`src/rtl/serialparalelo_align_if.sv`:
```
// Bus between the serial sampler and the word aligner; the POLARITY input is
// present only when SP_POLARITY_INV_EN is defined.
interface serialparalelo_align_if #(
  parameter int unsigned WIDTH = 10
);
  logic             ENABLE;
  logic             IS;
`ifdef SP_POLARITY_INV_EN
  logic             POLARITY;
`endif
  logic [WIDTH-1:0] OP;
  logic             VALID;
  logic             IS_COMMA;
  logic             LOCKED;
  logic             REALIGN;

`ifdef SP_POLARITY_INV_EN
  modport master (
    output ENABLE, IS, POLARITY,
    input  OP, VALID, IS_COMMA, LOCKED, REALIGN
  );
  modport slave (
    input  ENABLE, IS, POLARITY,
    output OP, VALID, IS_COMMA, LOCKED, REALIGN
  );
`else
  modport master (
    output ENABLE, IS,
    input  OP, VALID, IS_COMMA, LOCKED, REALIGN
  );
  modport slave (
    input  ENABLE, IS,
    output OP, VALID, IS_COMMA, LOCKED, REALIGN
  );
`endif
endinterface

```
`src/rtl/serialparalelo_align.sv`:
```
// Serial-to-parallel converter with comma-based word alignment and loss/regain tracking.
// Optional input polarity inversion is enabled by defining SP_POLARITY_INV_EN.
module serialparalelo_align #(
  parameter int unsigned      WIDTH    = 10,
  parameter logic [WIDTH-1:0] COMMA_P  = WIDTH'(10'b0101111100),
  parameter int unsigned      LOSS_CNT = 3
) (
  input logic                   CLOCK,
  input logic                   RESET_N,
  serialparalelo_align_if.slave bus
);

  localparam int unsigned    CntW    = $clog2(WIDTH);
  localparam logic [CntW-1:0] CntLast = CntW'(WIDTH - 1);
  localparam logic [3:0]     BadLim  = 4'(LOSS_CNT);

  typedef enum logic [0:0] {StHunt, StLocked} state_e;

  state_e           state_q, state_d;
  // Only the upper WIDTH-1 window bits are ever shifted back in, so bit 0 is not stored.
  logic [WIDTH-2:0] sh_q, sh_d;
  logic [CntW-1:0]  cnt_q, cnt_d;
  logic [3:0]       bad_q, bad_d;
  logic [WIDTH-1:0] op_q, op_d;
  logic             valid_q, valid_d;
  logic             comma_q, comma_d;
  logic             realign_q, realign_d;

  logic             in_bit;
  logic [WIDTH-1:0] win;
  logic             cm;
  logic [3:0]       bad_inc;

`ifdef SP_POLARITY_INV_EN
  assign in_bit = bus.IS ^ bus.POLARITY;
`else
  assign in_bit = bus.IS;
`endif

  assign win     = {in_bit, sh_q};
  assign cm      = (win == COMMA_P) || (win == ~COMMA_P);
  assign bad_inc = bad_q + 4'd1;

  always_comb begin
    state_d   = state_q;
    sh_d      = sh_q;
    cnt_d     = cnt_q;
    bad_d     = bad_q;
    op_d      = op_q;
    valid_d   = 1'b0;
    comma_d   = 1'b0;
    realign_d = 1'b0;
    if (!bus.ENABLE) begin
      state_d = StHunt;
      sh_d    = '0;
      cnt_d   = '0;
      bad_d   = '0;
    end else begin
      sh_d = win[WIDTH-1:1];
      unique case (state_q)
        StHunt: begin
          if (cm) begin
            op_d    = win;
            valid_d = 1'b1;
            comma_d = 1'b1;
            cnt_d   = '0;
            bad_d   = '0;
            state_d = StLocked;
          end
        end
        StLocked: begin
          if (cnt_q == CntLast) begin
            op_d    = win;
            valid_d = 1'b1;
            comma_d = cm;
            cnt_d   = '0;
            if (cm) bad_d = '0;
          end else if (cm && (bad_inc >= BadLim)) begin
            // Enough consecutive off-boundary commas: move the boundary here.
            op_d      = win;
            valid_d   = 1'b1;
            comma_d   = 1'b1;
            realign_d = 1'b1;
            cnt_d     = '0;
            bad_d     = '0;
          end else begin
            cnt_d = cnt_q + 1'b1;
            if (cm) bad_d = bad_inc;
          end
        end
        default: state_d = StHunt;
      endcase
    end
  end

  always_ff @(posedge CLOCK) begin
    if (!RESET_N) begin
      state_q   <= StHunt;
      sh_q      <= '0;
      cnt_q     <= '0;
      bad_q     <= '0;
      op_q      <= '0;
      valid_q   <= 1'b0;
      comma_q   <= 1'b0;
      realign_q <= 1'b0;
    end else begin
      state_q   <= state_d;
      sh_q      <= sh_d;
      cnt_q     <= cnt_d;
      bad_q     <= bad_d;
      op_q      <= op_d;
      valid_q   <= valid_d;
      comma_q   <= comma_d;
      realign_q <= realign_d;
    end
  end

  assign bus.OP       = op_q;
  assign bus.VALID    = valid_q;
  assign bus.IS_COMMA = comma_q;
  assign bus.REALIGN  = realign_q;
  assign bus.LOCKED   = (state_q == StLocked);

endmodule

```
`src/flat_wrapper.sv`:
```
// flat-port wrapper written by rule: the top's interface ports become plain ports
module serialparalelo_align_flat 
#(
  parameter int unsigned      WIDTH    = 10,
  parameter logic [WIDTH-1:0] COMMA_P  = WIDTH'(10'b0101111100),
  parameter int unsigned      LOSS_CNT = 3
)
  (CLOCK, RESET_N, bus_ENABLE, bus_IS, bus_OP, bus_VALID, bus_IS_COMMA, bus_LOCKED, bus_REALIGN);
  serialparalelo_align_if #(.WIDTH(WIDTH)) bus_i ();
  input logic CLOCK;
  input logic RESET_N;
  input wire logic [$bits(bus_i.ENABLE)-1:0] bus_ENABLE;
  input wire logic [$bits(bus_i.IS)-1:0] bus_IS;
  output wire logic [$bits(bus_i.OP)-1:0] bus_OP;
  output wire logic [$bits(bus_i.VALID)-1:0] bus_VALID;
  output wire logic [$bits(bus_i.IS_COMMA)-1:0] bus_IS_COMMA;
  output wire logic [$bits(bus_i.LOCKED)-1:0] bus_LOCKED;
  output wire logic [$bits(bus_i.REALIGN)-1:0] bus_REALIGN;
  assign bus_i.ENABLE = bus_ENABLE;
  assign bus_i.IS = bus_IS;
  assign bus_OP = bus_i.OP;
  assign bus_VALID = bus_i.VALID;
  assign bus_IS_COMMA = bus_i.IS_COMMA;
  assign bus_LOCKED = bus_i.LOCKED;
  assign bus_REALIGN = bus_i.REALIGN;
  serialparalelo_align #(.WIDTH(WIDTH), .COMMA_P(COMMA_P), .LOSS_CNT(LOSS_CNT)) u_core (.CLOCK(CLOCK), .RESET_N(RESET_N), .bus(bus_i));
endmodule
```
`config.mk`:
```
export PLATFORM = sky130hd
export DESIGN_NAME = serialparalelo_align_flat
export DESIGN_NICKNAME = d
export VERILOG_FILES = /design/src/rtl/serialparalelo_align_if.sv /design/src/rtl/serialparalelo_align.sv /design/src/flat_wrapper.sv
export SDC_FILE = /design/constraint.sdc
export NUM_CORES = 1
export LEC_CHECK = 0
export ABC_AREA = 1
export ABC_CLOCK_PERIOD_IN_PS = 4100
export BUFFER_PORTS_ARGS = -buffer_cell sky130_fd_sc_hd__buf_2
export CORE_MARGIN = 4
export CORE_UTILIZATION = 53
export DETAILED_ROUTE_END_ITERATION = 12
export GPL_ROUTABILITY_DRIVEN = 0
export HOLD_SLACK_MARGIN = 0.08
export PLACE_DENSITY = 0.86
export RECOVER_POWER = 25
export SETUP_SLACK_MARGIN = 0.5
export SYNTH_ARGS = -nofsm -noshare
export SYNTH_HDL_FRONTEND = slang
export SYNTH_SLANG_ARGS = --single-unit
```
`constraint.sdc`:
```
create_clock -name CLOCK -period 4.1 [get_ports CLOCK]
set_input_delay 0.615 -clock CLOCK [delete_from_list [all_inputs] [get_ports CLOCK]]
set_output_delay 0.615 -clock CLOCK [all_outputs]
set_load 0.02 [all_outputs]
```
==> results of run 1 <==
## where the power goes
part	total (µW)	switching [µW]	internal, µW
clock	197	96.6	101
combinational	12.5	9.27	3.22
sequential	302	0.459	301
total	512	106	405
## per-stage QoR
step                  util  setup WS [ps]  area [µm²]  total power, µW
finish              0.6141           2527        1563            511.7
global route        0.6141           2322        1563            533.1
CTS                 0.6146           2551        1564            520.0
detailed placement  0.5875           2194        1495            321.7
global placement    0.5875           2237        1495            321.9
floorplan                -           2573        1446            318.2
## sequential cells by signal, summed over array words and instances (netlist names)
register / cells
u_core.bus.IS_COMMA: 1
u_core.sh_q: 9
u_core.bus.REALIGN: 1
u_core.bus.LOCKED: 1
u_core.bus.OP: 10
u_core.cnt_q: 4
u_core.bus.VALID: 1
u_core.bad_q: 4
## cells in the mapped netlist
master	number	area, µm²
dfxtp_1	31	620.6
nand2_1	30	112.6
nor2_1	18	67.56
inv_1	16	60.06
nor2_2	13	81.33
nand3_1	12	60.06
a21oi_2	10	87.58
inv_2	7	26.28
a21oi_1	5	25.02
ha_1	4	50.05
nand2_4	3	33.78
nor3_1	3	15.01
buf_12	2	40.04
clkbuf_1	2	7.510
nand3_2	2	20.02
nand3_4	2	35.03
o21a_1	2	15.01
xnor2_1	2	17.52
buf_6	1	11.26
buf_8	1	15.01
nand2_2	1	6.260
nand3b_1	1	7.510
nand4_1	1	6.260
nor2_4	1	11.26
o21ai_0	1	5.000
xor2_1	1	8.760
## per-layer routing
layer	vias to the layer above	routed length (µm)
met1	457	1146
met2	15	948
li1	571	-
met3	7	97
met4	0	65
met5	-	0
## final timing paths
path / startpoint / end / slack (ps) / depth (start not counted)
max reg2reg: u_core.cnt_q[1]$_SDFFE_PN0P_ / u_core.cnt_q[2]$_SDFFE_PN0P_ / 2550 / 9
max: RESET_N / u_core.bad_q[0]$_SDFFE_PN0P_ / 2530 / 5
min: u_core.bad_q[3]$_SDFFE_PN0P_ / u_core.bad_q[3]$_SDFFE_PN0P_ / 470 / 2
min reg2reg: u_core.bad_q[3]$_SDFFE_PN0P_ / u_core.bad_q[3]$_SDFFE_PN0P_ / 470 / 2
## worst max-delay path: cells and delay by family
family                 cells  cell delay (ps)
AO/OA/AOI/OAI              1              110
buffers and inverters      2              560
AND/OR/NAND/NOR            2              550
## cells in the final DEF, fill, tap and decap left out, types with 2 or more instances in the layout
master / synthesis / layout
nor2_2: 13 / 13
inv_2: 7 / 7
nand2_4: 3 / 3
ha_1: 4 / 4
nand3_4: 2 / 2
o21a_1: 2 / 2
clkbuf_8: 0 / 2
a21oi_1: 5 / 5
a21oi_2: 10 / 10
xnor2_1: 2 / 2
buf_2: 0 / 16
nand2_1: 30 / 30
nand3_2: 2 / 2
nor3_1: 3 / 3
nor2_1: 18 / 18
clkbuf_4: 0 / 5
inv_1: 16 / 16
clkbuf_1: 2 / 2
nand3_1: 12 / 12
dfxtp_1: 31 / 31
## layout make-up
cell class / count / area [µm²] / share of cell area
multi-input combinational: 112 / 665.6 / 0.4259
tap: 30 / 37.54 / 0.02402
inverter: 23 / 86.33 / 0.05524
sequential: 31 / 620.6 / 0.3971
timing repair buffer: 17 / 83.83 / 0.05364
clock buffer: 8 / 68.82 / 0.04404
## kinds of logic (layout without fill, tap and decap cells)
logic type               Yosys count  in the layout  synth area share
AND/OR/NAND/NOR                   87             87            0.3157
flip-flops                        31             31            0.4291
buffers and inverters             29             48            0.1107
XOR/XNOR                           3              3           0.01817
AO/OA/AOI/OAI                     18             18           0.09168
adder cells (fa/ha/maj)            4              4           0.03460
==> impl_metrics.env, run 1 <==
export IMPL_drc=0
export IMPL_rsz0062_at_grt="false"
export IMPL_p_leak_uw=0.0006844
export IMPL_cts_tree="done"
export IMPL_hold_buffers=0
export IMPL_hold_ws_ps=467.2
export IMPL_cp_slowest_stage_delay_ps=450
export IMPL_yosys_warnings=0
export IMPL_worst_pin_slew_ps=564.7
export IMPL_grt_use_total=0.1501
export IMPL_grt_overflow=0
export IMPL_path_max_fanout=18
export IMPL_ys_seq_area_frac=0.4291
export IMPL_setup_viol=0
export IMPL_crit_path_top_delay_cell="nand2_1"
export IMPL_via_count=1050
export IMPL_path_class="input pin to register"
export IMPL_fin_tns_setup_ps=0
export IMPL_drive_above_1_share=0.3246
export IMPL_vias_per_cell=4.751
export IMPL_firstDrtPassIters=4
export IMPL_wirelength_mm=2.257
export IMPL_syn_num_nets=180
export IMPL_grt_max_degree=23
export IMPL_slew_headroom=0.6227
export IMPL_area_growth_syn_to_layout_pct=8.045
export IMPL_cts_sinks=31
export IMPL_hold_viol=0
export IMPL_grt_pass1_vias=964
export IMPL_instances_no_fill=221
export IMPL_first_iter_violations=48
export IMPL_clock_path_buffers=2
export IMPL_antenna_found_initial=0
export IMPL_grt_pass1_wl_mm=4.015
export IMPL_synth_seq_cells=31
export IMPL_dp_hpwl_mm=1.637
export IMPL_run_status="finished clean"
export IMPL_crit_path_start_kind="input pin"
export IMPL_max_vdd_ir_drop_uv=256.4
export IMPL_port_buffer_count=17
export IMPL_cts_htree_levels=2
export IMPL_min_period_ps=1573
export IMPL_ctsResizeCount=0
export IMPL_report_final_slew_viol_count=0
export IMPL_crit_required_ps=4370
export IMPL_post_cts_buffers=0
export IMPL_ios=18
export IMPL_fmax_ghz=0.6356
export IMPL_met2_usage=0.2238
export IMPL_cts_root_buffer="clkbuf_4"
export IMPL_nNetsFinal=198
export IMPL_syn_inst=172
export IMPL_syn_cell_area_mm2=0.001446
export IMPL_clock_latency_ps=330
export IMPL_min_path_type="register to register"
export IMPL_timing_critical_path_cells="clkbuf_1, nand2_1, inv_1, o21ai_0, nor2_1"
export IMPL_grt_util_met3=0.04536
export IMPL_met1_usage=0.1901
export IMPL_rows=18
export IMPL_clkTransAtPathRegs_ps=80
export IMPL_post_route_period_util=0.3837
export IMPL_post_drt_wl_per_cell_um=10.21
export IMPL_nFillCells=226
export IMPL_synth_cell_types=26
export IMPL_postSynthAreaPerCell_um2=8.409
export IMPL_drtAntennaViolNets=0
export IMPL_die_w_um=60.24
export IMPL_core_mm2=0.002545
export IMPL_start_util=0.5683
export IMPL_drv_cap=0
export IMPL_grt_busiest_layer="met2"
export IMPL_cts_buffers=5
export IMPL_place_inst=213
export IMPL_die_area_mm2=0.003629
export IMPL_pwr_density_cell_mw_per_mm2=327.4
export IMPL_die_y_um=60.24
export IMPL_skew_ps=8.914
export IMPL_arrival_ps=1840
export IMPL_crit_path_end_kind="register"
export IMPL_diodes=0
No activity file was read; power rests on OpenSTA's default activity.
==> inputs of run 2 (changes only) <==
ABC_AREA = 0   (was 1)
ABC_CLOCK_PERIOD_IN_PS = 1400   (was 4100)
CORE_UTILIZATION = 49   (was 53)
PLACE_DENSITY = 0.84   (was 0.86)
clock period = 1.4 ns   (was 4.1 ns; I/O delays follow)
==> run 2 against run 1 <==
Compared with the run above:
- the flow now finishes with violations (negative setup slack)
- die area decreased by 2.3%
- sequential cell count unchanged
- cell area is 30% higher
- setup slack worse by 3000 ps
- non-clock buffer count increased by 39
- area after synthesis fell by 10%
- synthesized cell count is 20% lower
- register-to-register slack worse by 3000 ps
- critical endpoint is now u_core.cnt_q[0]$_SDFFE_PN0P_
- largest cell class unchanged
- largest power group unchanged
==> impl_metrics.env, run 2 <==
export IMPL_drc=0
export IMPL_cp_slowest_stage_delay_ps=420
export IMPL_syn_num_nets=145
export IMPL_post_route_period_util=1.317
export IMPL_timing_critical_path_cells="inv_2, ha_4, nand4b_1, nor2_2, a221oi_4, buf_4, or3_2, a21oi_2"
export IMPL_final_common_cell="buf_4"
export IMPL_crit_required_ps=1660
export IMPL_crit_path_end_kind="register"
export IMPL_yosys_warnings=0
export IMPL_worst_slack_ps=-443.4
export IMPL_routed_top_layer="met4"
export IMPL_hold_viol=0
export IMPL_hold_buffers=0
export IMPL_layout_common_cells="buf_4, nand2_1, dfxtp_2, buf_6, dfxtp_1"
export IMPL_drv_cap=0
export IMPL_max_vdd_ir_drop_uv=675.8
export IMPL_synth_commonest_cells="dfxtp_1, nand2_1, and3_1, mux2i_1, nor2_1"
export IMPL_nNetsFinal=201
export IMPL_synth_area_leaders="dfxtp_1, mux2i_1, nand2_1, and3_1, ha_1"
export IMPL_drtAntennaViolNets=0
export IMPL_drive_above_1_share=0.5464
export IMPL_setup_worst_path_start="u_core.bad_q[0]$_SDFFE_PN0P_"
export IMPL_crit_path_start_kind="register"
export IMPL_syn_cell_area_mm2=0.001301
export IMPL_die_y_um=59.53
export IMPL_ys_dominant_reg_cell="dfxtp_1"
export IMPL_setup_viol=21
export IMPL_synth_edf_count=0
export IMPL_start_util=0.5205
export IMPL_path_class="register to register"
export IMPL_met1_length_mm=1.480
export IMPL_rsz0062_at_grt="true"
export IMPL_clock_latency_ps=320
export IMPL_arrival_ps=2100
export IMPL_grt_overflow=0
export IMPL_cts_sinks=31
export IMPL_clkTransAtPathRegs_ps=90
export IMPL_grt_max_degree=30
export IMPL_cts_buffers=5
export IMPL_yosysMostFrequentCell="dfxtp_1"
export IMPL_slew_headroom=0.8014
export IMPL_min_path_type="input pin to register"
export IMPL_wl_met2_mm=1.921
export IMPL_worst_pin_slew_ps=297.9
export IMPL_postSynthAreaPerCell_um2=9.498
export IMPL_p_leak_uw=0.0009172
export IMPL_synthArstFlopShare=0
export IMPL_die_w_um=59.53
export IMPL_report_final_slew_viol_count=0
export IMPL_largest_reg_flops=10
export IMPL_wirelength_mm=3.628
export IMPL_timing_rr_end="u_core.cnt_q[0]$_SDFFE_PN0P_"
export IMPL_cts_htree_levels=2
export IMPL_fmax_ghz=0.5425
export IMPL_core_mm2=0.002500
export IMPL_synth_seq_cells=31
export IMPL_grt_pass1_wl_mm=5.540
export IMPL_fin_tns_setup_ps=-6931
export IMPL_crit_path_top_delay_cell="or3_2"
export IMPL_worstSetupEndpoint="u_core.cnt_q[0]$_SDFFE_PN0P_"
export IMPL_path_max_fanout=5
export IMPL_wl_met3_um=113
export IMPL_syn_inst=137
export IMPL_skew_ps=7.167
export IMPL_ys_seq_area_frac=0.4769
export IMPL_die_area_mm2=0.003544
export IMPL_cts_root_buffer="clkbuf_4"
export IMPL_vias_per_cell=5.571
export IMPL_run_status="finished with violations"
export IMPL_r2r_cells=8
export IMPL_ios=18
export IMPL_post_drt_wl_per_cell_um=16.20
export IMPL_grt_pass1_vias=1289
export IMPL_antenna_found_initial=0
export IMPL_port_buffer_count=17
export IMPL_cts_tree="done"
export IMPL_dp_hpwl_mm=2.319
export IMPL_via_count=1248
export IMPL_clock_path_buffers=2
export IMPL_synth_top_cell_area_share=0.4769
export IMPL_first_iter_violations=23
export IMPL_diodes=0
export IMPL_pwr_density_cell_mw_per_mm2=748.7
export IMPL_grt_use_total=0.2110
export IMPL_violations="negative setup slack"
export IMPL_r2r_setup_slack_ps=-440
export IMPL_yosysTopAreaCell="dfxtp_1"
export IMPL_area_growth_syn_to_layout_pct=55.77
export IMPL_dp_slack_ps=-395.8
export IMPL_rows=18
export IMPL_firstDrtPassIters=4
export IMPL_min_period_ps=1843
export IMPL_reg2reg_from="u_core.bad_q[0]$_SDFFE_PN0P_"
export IMPL_synth_cell_types=35
export IMPL_hold_ws_ps=252.0
[run 2: changes by cell type after synthesis, moves of 10 or more]
cell     change
a21oi_2     -10
and3_1      +10
nor2_1      -11
nor2_2      -13
inv_1       -13
mux2i_1     +10
[run 2: worst max-delay path, delay by kind of cell, from the launching register on]
family / cells / cell delay, ps
AO/OA/AOI/OAI: 2 / 190
adder cells (fa/ha/maj): 1 / 150
flip-flops: 1 / 390
AND/OR/NAND/NOR: 3 / 820
buffers and inverters: 2 / 230
[run 2: cell families (layout without fill, tap and decap cells)]
group,Yosys count,after routing,share of synthesized area
AO/OA/AOI/OAI,12,12,0.07115
adder cells (fa/ha/maj),4,4,0.03846
buffers and inverters,10,67,0.03557
flip-flops,31,31,0.4769
multiplexers,10,10,0.07693
AND/OR/NAND/NOR,70,70,0.3010
[run 2: final cells by class]
type                            instances  area, µm²
Clock buffer                            8      68.82
Fill cell                             139      473.0
Inverter                                3      11.26
Multi-Input combinational cell         96      759.5
Sequential cell                        31      646.9
Tap cell                               30      37.54
Timing Repair Buffer                   56      503.0
[run 2: through the flow]
stage | util | total power, µW | area [µm²] | std cells
final | 0.8108 | 1518 | 2027 | 224
after global routing | 0.8108 | 1572 | 2027 | 224
after CTS | 0.7773 | 1515 | 1943 | 218
after detailed placement | 0.6662 | 945.7 | 1665 | 207
after global placement | 0.6662 | 943.9 | 1665 | 207
after floorplan | - | 925.8 | 1340 | 137
[run 2: power by group]
| part | total, µW | internal (µW) | switching, µW |
|---|---|---|---|
| combinational | 46.0 | 15.0 | 31.0 |
| clock | 590 | 295 | 295 |
| sequential | 882 | 880 | 1.11 |
| total | 1520 | 1190 | 327 |
[run 2: routing by layer]
metal	track usage	vias to the layer above
met4	0.1139	0
li1	-	595
met1	0.2179	609
met5	0	-
met3	0.04793	12
met2	0.3885	32
[run 2: worst min-delay path by stage]
stage,endpoint,depth (start not counted),from,slack (ps)
after floorplan,u_core.bus.OP[9]$_SDFFE_PN0P_,2,bus_IS,350
after global placement,u_core.bus.OP[0]$_SDFFE_PN0P_,2,u_core.bus.OP[0]$_SDFFE_PN0P_,440
after detailed placement,u_core.bus.OP[8]$_SDFFE_PN0P_,2,u_core.bus.OP[8]$_SDFFE_PN0P_,450
after CTS,u_core.sh_q[8]$_SDFF_PN0_,3,bus_IS,240
after global routing,u_core.sh_q[8]$_SDFF_PN0_,3,bus_IS,240
final,u_core.sh_q[8]$_SDFF_PN0_,3,bus_IS,250
[run 2: repair_timing]
action | in CTS | in global routing
pin swaps | 7 | 6
gates resized for setup | 57 | 6
buffers inserted | 3 | 5
gates cloned | 0 | 1
setup endpoints to repair | 36 | 36
==> inputs of run 3 (changes only) <==
RECOVER_POWER = unset   (was 25)
==> run 3 against run 2 <==
Compared with the run above:
- the flow still finishes with violations (negative setup slack)
- clock-buffer cell count unchanged
- combinational power about the same
- cell area unchanged
- die area unchanged
- sequential cell count unchanged
- largest cell class unchanged
==> impl_metrics.env, run 3 (synthesized netlist as in run 2, its figures left out) <==
export IMPL_drtAntennaViolNets=0
export IMPL_run_status="finished with violations"
export IMPL_hold_viol=0
export IMPL_grt_pass1_wl_mm=5.540
export IMPL_arrival_ps=2100
export IMPL_grt_pass1_vias=1289
export IMPL_total_power_uw=1518
export IMPL_cts_sinks=31
export IMPL_cp_slowest_stage_delay_ps=420
export IMPL_report_final_slew_viol_count=0
export IMPL_crit_path_top_delay_cell="or3_2"
export IMPL_firstDrtPassIters=4
export IMPL_vias_per_cell=5.571
export IMPL_clock_path_buffers=2
export IMPL_cts_buffers=5
export IMPL_worst_slack_ps=-443.4
export IMPL_die_y_um=59.53
export IMPL_drive_above_1_share=0.5464
export IMPL_start_util=0.5205
export IMPL_clock_latency_ps=320
export IMPL_post_drt_wl_per_cell_um=16.20
export IMPL_wirelength_mm=3.629
export IMPL_max_vdd_ir_drop_uv=675.8
export IMPL_antenna_found_initial=0
export IMPL_clkTransAtPathRegs_ps=90
export IMPL_dp_hpwl_mm=2.319
export IMPL_grt_overflow=0
export IMPL_largest_reg_flops=10
export IMPL_drc=0
export IMPL_drv_cap=0
export IMPL_cts_tree="done"
export IMPL_seq_area_um2=646.9
export IMPL_crit_path_start_kind="register"
export IMPL_rsz0062_at_grt="true"
export IMPL_place_area_mm2=0.001665
export IMPL_post_route_period_util=1.317
export IMPL_min_period_ps=1843
export IMPL_die_w_um=59.53
export IMPL_area_growth_syn_to_layout_pct=55.77
export IMPL_grt_use_total=0.2110
export IMPL_cts_root_buffer="clkbuf_4"
export IMPL_via_count=1248
export IMPL_layout_common_cells="buf_4, nand2_1, dfxtp_2, buf_6, dfxtp_1"
export IMPL_worst_path_dominant_cell_family="simple AND/OR/NAND/NOR gates"
export IMPL_hold_buffers=0
export IMPL_die_area_mm2=0.003544
export IMPL_cts_htree_levels=2
export IMPL_nNetsFinal=201
export IMPL_pwr_density_cell_mw_per_mm2=748.9
export IMPL_grt_max_degree=30
export IMPL_crit_path_end_kind="register"
export IMPL_fmax_ghz=0.5425
export IMPL_final_common_cell="buf_4"
export IMPL_setup_viol=21
export IMPL_timing_critical_path_cells="inv_2, ha_4, nand4b_1, nor2_2, a221oi_4, buf_4, or3_2, a21oi_2"
export IMPL_final_area_mm2=0.002027
export IMPL_multi_input_area_um2=759.5
export IMPL_port_buffer_count=17
export IMPL_violations="negative setup slack"
export IMPL_path_max_fanout=5
export IMPL_p_leak_uw=0.0009184
export IMPL_diodes=0
export IMPL_first_iter_violations=23
export IMPL_slew_headroom=0.8014
export IMPL_rows=18
export IMPL_worst_pin_slew_ps=297.9
export IMPL_path_class="register to register"
export IMPL_ios=18
export IMPL_core_mm2=0.002500
export IMPL_crit_buf_inv=2
export IMPL_nFillCells=139
export IMPL_skew_ps=7.194
export IMPL_crit_required_ps=1660
export IMPL_min_path_type="input pin to register"
run 3: layout make-up:
cell class | count | area share
timing repair buffer | 56 | 0.2481
tap | 30 | 0.01852
sequential | 31 | 0.3191
clock buffer | 8 | 0.03395
multi-input combinational | 96 | 0.3747
inverter | 3 | 0.005556
run 3: final timing paths:
| kind | start | to | slack, ps | depth (start not counted) |
|---|---|---|---|---|
| setup / recovery | u_core.bad_q[0]$_SDFFE_PN0P_ | u_core.cnt_q[0]$_SDFFE_PN0P_ | -440 | 8 |
| hold / removal | bus_IS | u_core.sh_q[8]$_SDFF_PN0_ | 250 | 3 |
| setup reg to reg | u_core.bad_q[0]$_SDFFE_PN0P_ | u_core.cnt_q[0]$_SDFFE_PN0P_ | -440 | 8 |
| hold reg to reg | u_core.bus.OP[8]$_SDFFE_PN0P_ | u_core.bus.OP[8]$_SDFFE_PN0P_ | 470 | 2 |
run 3: per-layer routing:
layer | track usage | wire length, µm | vias up
li1 | - | - | 595
met1 | 0.2179 | 1483 | 609
met2 | 0.3885 | 1919 | 32
met3 | 0.04793 | 113 | 12
met4 | 0.1139 | 112 | 0
met5 | 0 | 0 | -
run 3: repair_timing:
action | in CTS | in global routing
cloned | 0 | 1
gates resized for setup | 57 | 6
setup buffers | 3 | 5
pin swaps | 7 | 6
endpoints found under the setup margin | 36 | 36
run 3: stage by stage:
step             util  setup TNS, ps  std cells  worst slack, ps  hold slack [ps]
6_report       0.8108          -6953        224           -443.4            251.6
5_1_grt        0.8108          -8296        224           -500.3            244.3
4_1_cts        0.7773          -5909        218           -396.8            243.2
3_5_place_dp   0.6662          -6152        207           -395.8            447.3
3_3_place_gp   0.6662          -5129        207           -331.9            440.8
2_1_floorplan       -          -3750        137           -275.0            352.2
run 3: where the power goes:
part	leakage (µW)	internal (µW)	switching (µW)	total [µW]
logic	0.000620	15.0	31.0	46.0
clock network	0.0000386	295	295	590
registers	0.000260	880	1.10	882
total	0.000918	1190	327	1520
run 3: tightest hold or removal path, stage by stage:
cell and delay [ps]:
buf_2 90, buf_4 110, and3_1 130
